File: config.mk
export PLATFORM = sky130hd
export DESIGN_NAME = replay_rec_burst_ctrl
export DESIGN_NICKNAME = d
export VERILOG_FILES = /design/src/rtl/replay_rec_burst_ctrl_pkg.sv /design/src/rtl/replay_rec_burst_ctrl.sv
export SDC_FILE = /design/constraint.sdc
export NUM_CORES = 1
export LEC_CHECK = 0
export BUFFER_PORTS_ARGS = -buffer_cell sky130_fd_sc_hd__buf_2
export CAP_MARGIN = 10
export CORE_MARGIN = 2
export CORE_UTILIZATION = 54
export DETAILED_ROUTE_END_ITERATION = 10
export GPL_TIMING_DRIVEN = 0
export PLACE_DENSITY = 0.94
export SYNTH_ARGS = -nofsm -noshare
export SYNTH_HDL_FRONTEND = slang
export SYNTH_SLANG_ARGS = --single-unit
File: constraint.sdc
create_clock -name clk -period 13.6 [get_ports clk]
set_clock_uncertainty 0.1 [all_clocks]
set_input_delay 0 -clock clk [delete_from_list [all_inputs] [get_ports clk]]
set_output_delay 0 -clock clk [all_outputs]
set_load 0.005 [all_outputs]
File: src/rtl/replay_rec_burst_ctrl_pkg.sv
// Shared definitions for the replay record-path burst controller:
// FSM state encoding and AXI response codes.
package replay_rec_burst_ctrl_pkg;

  typedef enum logic [1:0] {
    ST_IDLE = 2'd0,
    ST_ADDR = 2'd1,
    ST_DATA = 2'd2,
    ST_RESP = 2'd3
  } rec_state_e;

  localparam logic [1:0] AXI_RESP_OKAY  = 2'b00;
  localparam int         AXI_PAGE_BYTES = 4096;

endpackage

File: src/rtl/replay_rec_burst_ctrl.sv
// Record-path controller: packs an AXI-Stream input into AXI4 write bursts that
// fill a circular-free memory window, never crossing a 4 KiB page or the buffer end.
//
// state | meaning
// IDLE  | sample base/size, apply restart, plan next burst when input is valid
// ADDR  | present AW for the planned burst
// DATA  | pass stream beats straight through to W, last beat ends the burst
// RESP  | wait for B, commit burst bytes to fullness, record error response
module replay_rec_burst_ctrl
  import replay_rec_burst_ctrl_pkg::*;
#(
  parameter int MEM_DATA_W = 64,
  parameter int MEM_ADDR_W = 16,
  parameter int MAX_BURST  = 256
) (
  input  logic                      clk,
  input  logic                      rst,
  input  logic [MEM_ADDR_W-1:0]     record_base_addr,
  input  logic [MEM_ADDR_W-1:0]     record_buffer_size,
  input  logic                      record_restart,
  output logic [MEM_ADDR_W-1:0]     record_fullness,
  output logic                      err_resp,
  input  logic [MEM_DATA_W-1:0]     i_tdata,
  input  logic                      i_tvalid,
  output logic                      i_tready,
  output logic [MEM_ADDR_W-1:0]     m_axi_awaddr,
  output logic [7:0]                m_axi_awlen,
  output logic                      m_axi_awvalid,
  input  logic                      m_axi_awready,
  output logic [MEM_DATA_W-1:0]     m_axi_wdata,
  output logic [MEM_DATA_W/8-1:0]   m_axi_wstrb,
  output logic                      m_axi_wlast,
  output logic                      m_axi_wvalid,
  input  logic                      m_axi_wready,
  input  logic [1:0]                m_axi_bresp,
  input  logic                      m_axi_bvalid,
  output logic                      m_axi_bready
);

  localparam int BYTES   = MEM_DATA_W / 8;
  localparam int BYTE_SH = $clog2(BYTES);

  localparam logic [MEM_ADDR_W-1:0] WORD_MASK  = ~MEM_ADDR_W'(BYTES - 1);
  localparam logic [MEM_ADDR_W-1:0] PAGE_BYTES = MEM_ADDR_W'(AXI_PAGE_BYTES);
  localparam logic [MEM_ADDR_W-1:0] PAGE_MASK  = MEM_ADDR_W'(AXI_PAGE_BYTES - 1);
  localparam logic [MEM_ADDR_W-1:0] MAX_WORDS  = MEM_ADDR_W'(MAX_BURST);

  rec_state_e              r_state;
  logic [MEM_ADDR_W-1:0]   r_fullness;
  logic                    r_err;
  logic                    r_restart_pend;
  logic [MEM_ADDR_W-1:0]   r_awaddr;
  logic [7:0]              r_awlen;
  logic                    r_awvalid;
  logic                    r_in_data;
  logic                    r_bready;
  logic [7:0]              r_beat;

  logic [MEM_ADDR_W-1:0]   w_base;
  logic [MEM_ADDR_W-1:0]   w_size;
  logic [MEM_ADDR_W-1:0]   w_cur_addr;
  logic [MEM_ADDR_W-1:0]   w_words_left;
  logic [MEM_ADDR_W-1:0]   w_bnd_words;
  logic [MEM_ADDR_W-1:0]   w_burst_words;
  logic [MEM_ADDR_W-1:0]   w_burst_bytes;
  logic                    w_last;
  logic                    w_w_hs;

  assign w_base        = record_base_addr & WORD_MASK;
  assign w_size        = record_buffer_size & WORD_MASK;
  assign w_cur_addr    = w_base + r_fullness;
  // A size shrunk below the committed fullness simply reads as full.
  assign w_words_left  = (w_size > r_fullness) ? ((w_size - r_fullness) >> BYTE_SH) : '0;
  assign w_bnd_words   = (PAGE_BYTES - (w_cur_addr & PAGE_MASK)) >> BYTE_SH;
  assign w_burst_bytes = MEM_ADDR_W'({1'b0, r_awlen} + 9'd1) << BYTE_SH;
  assign w_last        = (r_beat == r_awlen);
  assign w_w_hs        = r_in_data & i_tvalid & m_axi_wready;

  always_comb begin
    w_burst_words = MAX_WORDS;
    if (w_words_left < w_burst_words) w_burst_words = w_words_left;
    if (w_bnd_words < w_burst_words)  w_burst_words = w_bnd_words;
  end

  always_ff @(posedge clk) begin
    if (rst) begin
      r_state        <= ST_IDLE;
      r_fullness     <= '0;
      r_err          <= 1'b0;
      r_restart_pend <= 1'b0;
      r_awaddr       <= '0;
      r_awlen        <= '0;
      r_awvalid      <= 1'b0;
      r_in_data      <= 1'b0;
      r_bready       <= 1'b0;
      r_beat         <= '0;
    end else begin
      if (r_state != ST_IDLE && record_restart) r_restart_pend <= 1'b1;

      case (r_state)
        ST_IDLE: begin
          if (record_restart || r_restart_pend) begin
            r_fullness     <= '0;
            r_err          <= 1'b0;
            r_restart_pend <= 1'b0;
          end else if (i_tvalid && (w_words_left != '0)) begin
            r_awaddr  <= w_cur_addr;
            r_awlen   <= 8'(w_burst_words - MEM_ADDR_W'(1));
            r_awvalid <= 1'b1;
            r_state   <= ST_ADDR;
          end
        end
        ST_ADDR: begin
          if (m_axi_awready) begin
            r_awvalid <= 1'b0;
            r_in_data <= 1'b1;
            r_beat    <= '0;
            r_state   <= ST_DATA;
          end
        end
        ST_DATA: begin
          if (w_w_hs) begin
            if (w_last) begin
              r_in_data <= 1'b0;
              r_bready  <= 1'b1;
              r_state   <= ST_RESP;
            end else begin
              r_beat <= r_beat + 8'd1;
            end
          end
        end
        ST_RESP: begin
          if (m_axi_bvalid) begin
            r_bready   <= 1'b0;
            r_fullness <= r_fullness + w_burst_bytes;
            if (m_axi_bresp != AXI_RESP_OKAY) r_err <= 1'b1;
            r_state    <= ST_IDLE;
          end
        end
        default: r_state <= ST_IDLE;
      endcase
    end
  end

  assign m_axi_awaddr    = r_awaddr;
  assign m_axi_awlen     = r_awlen;
  assign m_axi_awvalid   = r_awvalid;
  assign m_axi_wdata     = i_tdata;
  assign m_axi_wstrb     = '1;
  assign m_axi_wvalid    = r_in_data & i_tvalid;
  assign m_axi_wlast     = r_in_data & w_last;
  assign i_tready        = r_in_data & m_axi_wready;
  assign m_axi_bready    = r_bready;
  assign record_fullness = r_fullness;
  assign err_resp        = r_err;

endmodule

======== Word level (Yosys, flattened, before mapping) ========
Index checks and enable logic that the tools add are counted.
storage, ports and cells
  register bits ........................... 55
  input bits .............................. 105
  output and inout port bits .............. 118
operators by class
  add/sub/neg operators ................... 7
  magnitude comparators ................... 3
  equal/unequal tests ..................... 13
  mux-type cells .......................... 36
  bitwise logic cells ..................... 5
  reduce and logical (&&, ||, !) cells .... 19
operator list
  kind                                                         count
  two-way mux 16 bit                                           2
  two-way mux 8 bit                                            4
  case mux 16 bit (2 select lines)                             1
  two-way mux 13 bit                                           2
  AND reduction 4 bit                                          5
  != test 2 bit, second input constant                         9
  adder 16 x 12 -> 16 bit                                      1
  adder 16 bit                                                 1
  greater-than comparator 16 bit                               1
  case mux 8 bit (2 select lines)                              1
  nonzero test 16 bit                                          1
  subtractor 16 bit                                            1
  two-way mux 1 bit                                            15
  subtractor 13 x 12 -> 14 bit, first input constant           1
  less-than comparator 13 bit                                  1
  less-than comparator 13 x 9 -> 1 bit, second input constant  1
  two-way mux 2 bit                                            6
  nonzero test 2 bit                                           6
  adder 8 x 1 -> 9 bit, second input constant                  1
  adder 8 x 1 -> 8 bit, second input constant                  1
  == test 8 bit                                                1
  case mux 1 bit (2 select lines)                              4
  case mux 2 bit (4 select lines)                              1
  subtractor 8 x 1 -> 8 bit, second input constant             1
  9 further kinds                                              15

======== Longest topological paths before layout ========
Gate-level depths: netlist (run 1).
  depth in word-level cells ............... 7
  depth in mapped cells ................... 21
  depth with buffers taken out ............ 19

======== Worst setup path after synthesis (run 1) ========
Ideal clock, no wire load.
  path kind ............................... flip-flop to flip-flop
  start ................................... reg r_fullness[4] (netlist: record_fullness[4])
  end ..................................... reg r_awlen[6] (netlist: m_axi_awlen[6])
  setup time .............................. 88 ps
  arrival time ............................ 4418 ps
  required time ........................... 13412 ps
  slack ................................... 8993 ps
  cell stages (with the launch flop) ...... 21
  path buffers ............................ 2
  cell sequence ........................... dfxtp_1 -> inv_1 -> ha_1 -> nor2b_1 -> o311ai_2 -> a21oi_1 -> or3_1 -> a2111o_1 -> or2_1 -> buf_2 -> or3_1 -> ha_1 -> nor2b_1 -> o21ai_0 -> nand2b_1 -> a21oi_1 -> o21ai_0 -> or2_1 -> buf_6 -> o211a_1 -> o32ai_2
on the way
  word-level cells in the longest chain between the ends .. 7
RTL lines
  element                                                                     line                          text
  start, declared                                                             replay_rec_burst_ctrl.sv:49   logic [MEM_ADDR_W-1:0] r_fullness;
  start signal, assigned                                                      replay_rec_burst_ctrl.sv:135  r_fullness <= r_fullness + w_burst_bytes;
  subtractor 16 bit / greater-than comparator 16 bit (equally long branches)  replay_rec_burst_ctrl.sv:73   assign w_words_left = (w_size > r_fullness) ? ((w_size - r_fullness) >> BYTE_SH) : '0;
  two-way mux 13 bit                                                          replay_rec_burst_ctrl.sv:73
  less-than comparator 13 x 9 -> 1 bit                                        replay_rec_burst_ctrl.sv:81   if (w_words_left < w_burst_words) w_burst_words = w_words_left;
  two-way mux 13 bit                                                          replay_rec_burst_ctrl.sv:81
  less-than comparator 13 bit                                                 replay_rec_burst_ctrl.sv:82   if (w_bnd_words < w_burst_words) w_burst_words = w_bnd_words;
  two-way mux 8 bit                                                           replay_rec_burst_ctrl.sv:82
  subtractor 8 x 1 -> 8 bit                                                   replay_rec_burst_ctrl.sv:108  r_awlen <= 8'(w_burst_words - MEM_ADDR_W'(1));
  end signal, assigned                                                        replay_rec_burst_ctrl.sv:108
  end, declared                                                               replay_rec_burst_ctrl.sv:53   logic [7:0] r_awlen;
Several ways; a longest one is shown, not always the timed one.
A chain may end at the register's enable or synchronous reset.

======== Worst setup path after layout (run 1) ========
  start ................................... reg r_fullness[4] (netlist: record_fullness[4])
  end ..................................... reg r_awlen[4] (netlist: m_axi_awlen[4])
The elaborated chain is that of the path after synthesis.

==> metrics.txt, run 1 <==
Hold Fails Final Rpt=0; Die Ht=103 microns; hold path startpoint=m_axi_bvalid; post-synthesis simple-gate area fraction=0.202; post-CTS setup repair buffer count=0; sink count of the clock tree=49; vias per inst=5.56; hold worst-path end=m_axi_bready; Final Instance Count excl. Fillers=991; top layer in use=met4; CTS H-tree lvls=2; overall fraction of global-route tracks in use=0.254; setup violators final=0; status=finished, final reports clean; distinct cell type count after synthesis=69; critical path data arrival time=5.39 ns; Synth async-reset ratio=0; Post-Synth Adder-Cell Area=0.130; antenna violations before repair=0; met3 WL post-DR=1300 microns; met2 WL=6580 microns; EDFF count, synth=0; GRT overflow=0; share of layout cells above drive strength 1=0.289; largest net degree at the start of global routing=16; slowest library cell on the worst path=a2111o_1; post-synthesis mux area share=0.00965; register area share after synthesis=0.185; Tightest Pin Transition=1.13 ns; yosys warns=0; I/O pins=223; worst path bufs/invs=3; worst path required time=13.72 ns; CP endpoint kind=flop; most common cell in the netlist=buf_4; max_cap viols=0; vias=5513; Die ar.=10700 sq um; max-slew violation count=0; routability cong.=0.993; worst hold stages=4; Slew HR=0.242; CTS Buf Count=5; Mean Syn Cell Area=7.66 sq um; main combinational cell family by area after synthesis=compound AO/OA/AOI/OAI gates; post-layout min period=5.28 ns; mapped cell area=5320 sq um; root buffer cell=clkbuf_8; Die W=103 microns; Startpoint Class=flop; Final #Nets=1016; crit-path cells=inv_1 > ha_1 > nor2b_1 > o311ai_2 > a21oi_1 > or3_1 > a2111o_1 > or2_1 > buf_2 > or3_1 > ha_1 > nor2b_1 > o21ai_0 > nand2b_1 > a21oi_1 > o21ai_0 > or2_1 > buf_6 > o221a_1 > o31ai_1; Yosys top cell by area=dfxtp_1; ANT cells=0; global-route wire length before repair=21600 microns; Post-Route WL=14100 microns; P&R area growth vs syn=19.6%; Reg2Reg Setup Slack=8.32 ns; leading register cell type out of synthesis=dfxtp_1; CP Class=reg -> reg; Top Family by Delay on Critical Path=compound AO/OA/AOI/OAI gates; FF-to-FF path depth=20; Lkg Pwr=3.00 nW; CP max stage delay=0.55 ns; worst r2r dst=m_axi_awlen[4]; row cnt=36; post-synthesis compound-gate area fraction=0.230; dpl ws=8.39 ns; IO buf count=138; vias in the first global route=4647; Starting Density=0.549; RSZ-0062 raised after global routing=false; DRC=0; post-synthesis xor/xnor area fraction=0.0866; metal1 wirelength=5890 microns; register bit total from synthesis=49; clk_lat worst skew=0.31 ns; DPL Wire Length=11400 microns; core footprint=9680 sq um; clock tree from TritonCTS=built; Max Fanout on Critical Path=10; fmax=0.190 GHz; routed length per instance=14.3 microns; RR Startpoint=record_fullness[4]; Max Buffers Root-to-Sink=2; Placed Cells=978; fin worst setup slack=8.32 ns; P per Cell Area=75.2 nW/um^2; 1st-iter DRT viols=339; Hold Crit Class=in -> reg; drt pass-1 iters=5; worst IR drop on VDD=58.3 uV; Min Hold Slack=0.0543 ns; TNS Setup=0 ns; fin crit share=0.388; synth top area cells=dfxtp_1 (18%), ha_1 (12%), buf_4 (11%); Post-DRT Antenna Nets=0; synth cell count leaders=buf_4 (78), a21oi_1 (53), nand2_1 (53); Synth top area share=0.185; synthesized instance count=694; clock input transition at the sequential cells of the worst setup and hold paths=0.09 ns
-- kinds of logic after synthesis --
family,Yosys count
fa+ha+maj,54
compound gates,183
buf+inv,137
other cells,2
flops,49
mux,5
simple gates,213
xor+xnor,51
-- flip-flops by register name, summed over array words and instances, names as in the netlist --
signal / flops
m_axi_bready: 1
m_axi_awlen: 8
r_state: 2
err_resp: 1
m_axi_awaddr: 13
m_axi_awvalid: 1
r_beat: 8
record_fullness: 13
r_restart_pend: 1
r_in_data: 1
-- layout by cell type, fill, tap and decap left out, types with 5 or more instances in the layout --
cell	instances
o21a_1	9
nand2b_1	5
buf_4	78
or3_1	10
inv_1	37
nor3_1	18
nand2_1	53
a211oi_1	9
a22oi_1	6
o21ai_0	35
nor2_1	48
clkbuf_1	15
conb_1	15
o211ai_1	6
a21o_1	13
nor2b_1	7
dlygate4sd3_1	5
a21oi_1	53
buf_2	144
and2_1	10
and3_1	6
nand4_1	11
dfxtp_1	49
xnor2_1	32
nand3_1	20
clkbuf_8	5
ha_1	52
xor2_1	18
-- per-layer routing --
metal / global-route usage / up-vias
li1: - / 2703
met1: 0.335 / 2468
met2: 0.422 / 298
met3: 0.0430 / 44
met4: 0.0870 / 0
met5: 0 / -
-- final cells by class --
class                      count  area, sq um
inverter                      37          139
clock buffer                   6         72.6
timing repair buffer         143          741
multi-input combinational    521         3550
tap                          133          166
clock inverter                 2         13.8
sequential                    49          981
buffer                       100          691
fill                         832         3330
-- per-stage QoR --
step | util | area [sq um] | power, W
2_1_floorplan | - | 5370 | 0.000322
3_3_place_gp | 0.643 | 6220 | 0.000379
3_5_place_dp | 0.643 | 6220 | 0.000385
4_1_cts | 0.657 | 6360 | 0.000474
5_1_grt | 0.657 | 6360 | 0.000508
6_report | 0.657 | 6360 | 0.000478
-- how the worst max path moves through the flow --
stage / slack [ns] / depth (start not counted) / from / end
finish: 8.32 / 20 / record_fullness[4] / m_axi_awlen[4]
floorplan: 8.99 / 20 / record_fullness[4] / m_axi_awlen[6]
global placement: 8.47 / 20 / record_fullness[4] / m_axi_awlen[3]
global route: 8.06 / 20 / record_fullness[4] / m_axi_awlen[4]
CTS: 8.37 / 20 / record_fullness[4] / m_axi_awlen[4]
detailed placement: 8.39 / 20 / record_fullness[4] / m_axi_awlen[4]
-- worst reg2reg max path, stage by stage, from the launching register on --
cell and delay, ns:
dfxtp_1 0.54, inv_1 0.19, ha_1 0.40, nor2b_1 0.19, o311ai_2 0.27, a21oi_1 0.13, or3_1 0.32, a2111o_1 0.55
or2_1 0.27, buf_2 0.18, or3_1 0.38, ha_1 0.28, nor2b_1 0.12, o21ai_0 0.14, nand2b_1 0.07, a21oi_1 0.12
o21ai_0 0.13, or2_1 0.24, buf_6 0.14, o221a_1 0.15, o31ai_1 0.26
-- power by group --
part	switching (W)	total (W)	internal [W]
Sequential	0.0000152	0.000172	0.000157
Combinational	0.000123	0.000219	0.0000960
Clock	0.0000503	0.0000870	0.0000368
Total	0.000188	0.000478	0.000290
-- what timing repair did --
item	4_1_cts	5_1_grt
hold endpoints to repair	9	0
hold buffers	5	0
endpoints found under the setup margin	0	0
gates resized for setup	0	0
(Power assumes the default switching activity.)
==> run 2, diff against run 1 <==
CORE_UTILIZATION = 50   (was 54)
PLACE_DENSITY = 0.88   (was 0.94)
clock period = 5.5 ns   (was 13.6 ns; I/O delays follow)
==> metrics.txt, run 2 (same netlist as run 1, synthesis figures left out) <==
status=finished, final reports clean; fin crit share=0.942; Starting Density=0.515; max_cap viols=0; routability cong.=0.921; Post-DRT Antenna Nets=0; Die W=107 microns; CTS Buf Count=5; CTS H-tree lvls=2; P&R area growth vs syn=20.2%; 1st-iter DRT viols=389; vias in the first global route=4738; core footprint=10300 sq um; sink count of the clock tree=49; DPL Wire Length=11400 microns; Post-Route WL=14200 microns; P per Cell Area=193 nW/um^2; clk_lat worst skew=0.31 ns; DRC=0; Slew HR=0.212; clock input transition at the sequential cells of the worst setup and hold paths=0.10 ns; Die ar.=11500 sq um; max-slew violation count=0; Critical path origin=record_fullness[4]; area of the multi-input gates=3560 sq um; Lkg Pwr=3.02 nW; RSZ-0062 raised after global routing=false; share of layout cells above drive strength 1=0.293; fmax=0.193 GHz; Max Fanout on Critical Path=10; Hold Crit Class=in -> reg; storage element area=982 sq um; post-layout min period=5.18 ns; drt pass-1 iters=5; Hold Fails Final Rpt=0; IO buf count=138; post-CTS setup repair buffer count=0; antenna violations before repair=0; Tightest Pin Transition=1.17 ns; Fill cells=925; vias=5457; RR Startpoint=record_fullness[4]; GRT overflow=0; clock tree from TritonCTS=built; critical path data arrival time=5.29 ns; most frequent cells in the layout=buf_2 (144), buf_4 (78), nand2_1 (53), a21oi_1 (53), ha_1 (52); CP endpoint kind=flop; CP Class=reg -> reg; commonest non-fill, non-tap cell in the layout=buf_2; setup violators final=0; root buffer cell=clkbuf_8; TNS Setup=0 ns; hold path startpoint=m_axi_bvalid; ANT cells=0; row cnt=37; overall fraction of global-route tracks in use=0.238; largest net degree at the start of global routing=17; Die Ht=107 microns; routed length per instance=14.2 microns; Final #Nets=1016; worst path required time=5.61 ns; I/O pins=223; vias per inst=5.49; worst IR drop on VDD=132 uV; Min Hold Slack=0.0367 ns; Max Buffers Root-to-Sink=2; Startpoint Class=flop; global-route wire length before repair=22100 microns
[run 2: cell types whose count changed in the layout (fill, tap and decap cells not counted)]
cell,change
bufinv_16,+1
clkbuf_1,-1
dfxtp_1,-1
dfxtp_2,+1
nor2_1,-1
nor2_2,+1
[run 2: stage by stage]
stage | total power, W | setup slack (ns) | util | instances | area, sq um
after floorplan | 0.000795 | 0.893 | - | 707 | 5370
after global placement | 0.000940 | 0.337 | 0.603 | 981 | 6230
after detailed placement | 0.000955 | 0.249 | 0.603 | 981 | 6230
after CTS | 0.00122 | 0.272 | 0.619 | 994 | 6390
after global routing | 0.00131 | 0.0412 | 0.619 | 994 | 6390
final | 0.00123 | 0.317 | 0.619 | 994 | 6390
[run 2: path summary, 6_finish.rpt]
kind / cells after the start / end / slack, ns
setup / recovery: 20 / m_axi_awlen[3] / 0.32
setup reg to reg: 20 / m_axi_awlen[3] / 0.32
hold reg to reg: 2 / err_resp / 0.35
hold / removal: 4 / m_axi_bready / 0.04
[run 2: final cells by class]
type,count,share of cell area
plain buffers,100,0.108
clock buffers,5,0.0108
clock inverters,3,0.00685
inverters,37,0.0217
multi-input cells,521,0.556
flip-flops and latches,49,0.154
well taps,136,0.0266
repair buffers,143,0.116
[run 2: critical path, cell delays in order, from the launching register on]
cell and delay (ns):
dfxtp_2 0.45, inv_1 0.14, ha_1 0.37, nor2b_1 0.18, o311ai_2 0.28, a21oi_1 0.14, or3_1 0.32, a2111o_1 0.55
or2_1 0.27, buf_2 0.18, or3_1 0.39, ha_1 0.29, nor2b_1 0.13, o21ai_0 0.15, nand2b_1 0.07, a21oi_1 0.15
o21ai_0 0.16, or2_1 0.25, buf_6 0.14, a211oi_1 0.29, nor2_1 0.09
[run 2: repair_timing]
action,4_1_cts,5_1_grt
endpoints found under the hold margin,9,0
endpoints found under the setup margin,0,7
hold buffers,5,0
gates resized for setup,0,2
[run 2: metal layers]
layer  vias up  GRT usage  wire [microns]
li1       2698          -               -
met1      2434      0.316            5960
met2       287      0.379            6460
met3        38     0.0468            1360
met4         0     0.0937             374
met5         -          0               0
[run 2: where the power goes]
group | total [W] | leakage [nW] | internal [W] | switching (W)
registers | 0.000426 | 0.398 | 0.000389 | 0.0000367
clock network | 0.000265 | 0.0585 | 0.000136 | 0.000129
logic | 0.000543 | 2.56 | 0.000238 | 0.000305
total | 0.00123 | 3.02 | 0.000764 | 0.000471
==> run 3, diff against run 2 <==
ABC_AREA = 1   (was not set)
CORE_UTILIZATION = 53   (was 50)
PLACE_DENSITY = 0.92   (was 0.88)
clock period = 6 ns   (was 5.5 ns; I/O delays follow)
==> metrics.txt, run 3 <==
overall fraction of global-route tracks in use=0.245; CP max stage delay=0.52 ns; Max Buffers Root-to-Sink=2; Min Hold Slack=0.0208 ns; Top Family by Delay on Critical Path=compound AO/OA/AOI/OAI gates; clk_lat worst skew=0.30 ns; worst IR drop on VDD=124 uV; synth top area cells=dfxtp_1 (19%), ha_1 (12%), nand2_1 (12%); Die Ht=104 microns; Synth top area share=0.187; DPL Wire Length=11200 microns; worst path bufs/invs=1; CTS H-tree lvls=2; crit-path cells=ha_1 > fa_1 > nand3_1 > nand2_1 > a21oi_1 > o21bai_1 > a21oi_1 > o21ai_0 > xor2_1 > xnor2_1 > ha_1 > a21oi_1 > o21ai_0 > a21oi_1 > nand3_1 > nand2_2 > nand2_1 > nor2_4 > nand2_1 > nand2_1 > nand3_1 > nand2_1 > inv_1; Crit path depth=23; global-route wire length before repair=22400 microns; Tightest Pin Transition=0.651 ns; CP Class=reg -> reg; drt pass-1 iters=5; TNS Setup=0 ns; FF-to-FF path depth=23; P&R area growth vs syn=19.6%; Final #Nets=1129; clock input transition at the sequential cells of the worst setup and hold paths=0.09 ns; routed length per instance=12.3 microns; post-CTS sizing=0; ANT cells=0; max_cap viols=0; Yosys top cell by area=dfxtp_1; routability cong.=0.946; commonest non-fill, non-tap cell in the layout=nand2_1; distinct cell type count after synthesis=40; Slew HR=0.561; synth cell count leaders=nand2_1 (163), inv_1 (124), buf_4 (79); vias in the first global route=4987; Startpoint Class=flop; IO buf count=137; setup violators final=0; largest net degree at the start of global routing=14; Synth async-reset ratio=0; sink count of the clock tree=49; yosys warns=0; Die W=104 microns; 1st-iter DRT viols=273; Hold Crit Class=in -> reg; Die ar.=10700 sq um; vias per inst=4.95; DRC=0; core footprint=9680 sq um; synthesized instance count=809; P per Cell Area=204 nW/um^2; clock tree from TritonCTS=built; post-layout min period=4.52 ns; worst hold stages=4; fmax=0.221 GHz; mapped cell area=5250 sq um; max-slew violation count=0; Mean Syn Cell Area=6.49 sq um; row cnt=36; CP endpoint kind=flop; RSZ-0062 raised after global routing=false; fin crit share=0.754; EDFF count, synth=0; status=finished, final reports clean; vias=5465; root buffer cell=clkbuf_8; register area share after synthesis=0.187; most frequent CP cell=nand2_1; Hold Fails Final Rpt=0; I/O pins=223; Post-DRT Antenna Nets=0; critical path data arrival time=4.62 ns; CTS Buf Count=5; most frequent cells in the layout=nand2_1 (163), buf_2 (138), inv_1 (124); slowest library cell on the worst path=dfxtp_1; most common cell in the netlist=nand2_1; share of layout cells above drive strength 1=0.266; GRT overflow=0; antenna violations before repair=0; worst path required time=6.10 ns; leading register cell type out of synthesis=dfxtp_1; Post-Route WL=13600 microns; Max Fanout on Critical Path=7; Starting Density=0.542; Lkg Pwr=3.36 nW; register bit total from synthesis=49
==> run 3: metrics by stage <==
stage / setup slack, ns / total power, W / utilization / instances / instance area [sq um]
global placement: 1.56 / 0.00104 / 0.635 / 1092 / 6150
detailed placement: 1.60 / 0.00106 / 0.635 / 1092 / 6150
global route: 1.14 / 0.00138 / 0.648 / 1103 / 6280
CTS: 1.55 / 0.00127 / 0.648 / 1103 / 6280
finish: 1.48 / 0.00128 / 0.648 / 1103 / 6280
floorplan: 2.24 / 0.000878 / - / 822 / 5300
==> run 3: cell type report <==
type,count,area (sq um)
sequential,49,981
multi-input combinational,557,3170
timing repair buffer,141,726
buffer,89,669
inverter,127,477
tap,133,166
fill,865,3400
clock buffer,7,86.3
==> run 3: path summary, 6_finish.rpt <==
kind	endpoint	from	slack (ns)
worst min-delay path	m_axi_awaddr[15]	record_base_addr[15]	0.02
worst max-delay path	m_axi_awlen[7]	record_fullness[3]	1.48
worst min register to register	err_resp	err_resp	0.36
worst max register to register	m_axi_awlen[7]	record_fullness[3]	1.48
==> run 3: what timing repair did <==
action / 4_1_cts / 5_1_grt
hold buffers: 4 / 0
hold endpoints to repair: 4 / 0
setup buffers: 0 / 0
==> run 3: where the power goes <==
part | leakage (nW) | total [W] | internal (W) | switching, W
clock | 0.0443 | 0.000199 | 0.0000917 | 0.000107
combinational | 2.92 | 0.000668 | 0.000267 | 0.000401
sequential | 0.399 | 0.000414 | 0.000373 | 0.0000405
==> run 3: logic make-up after synthesis <==
group                      count (synthesis)  synth area share
other                                      2           0.00143
buffers and inverters                    216             0.218
AOI/OAI and AO/OA                        129             0.134
and+or+nand+nor                          333             0.285
xor gates and xnor gates                  26            0.0434
DFF                                       49             0.187
adders and majority gates                 54             0.131
==> run 3: worst reg2reg max path, delay by kind of cell, from the launching register on <==
family / cells / cell delay, ns
buffers and inverters: 1 / 0.04
AND/OR/NAND/NOR: 10 / 1.03
flip-flops: 1 / 0.52
XOR/XNOR: 2 / 0.53
adder cells (fa/ha/maj): 3 / 0.79
AO/OA/AOI/OAI: 7 / 1.39
==> run 3: layer usage <==
metal  global-route usage  vias up  part of all wire
met2                0.423      241              0.46
li1                     -     2818                 -
met4               0.0589        0             0.018
met3               0.0485       21             0.091
met1                0.316     2385              0.43
met5                    0        -                 0
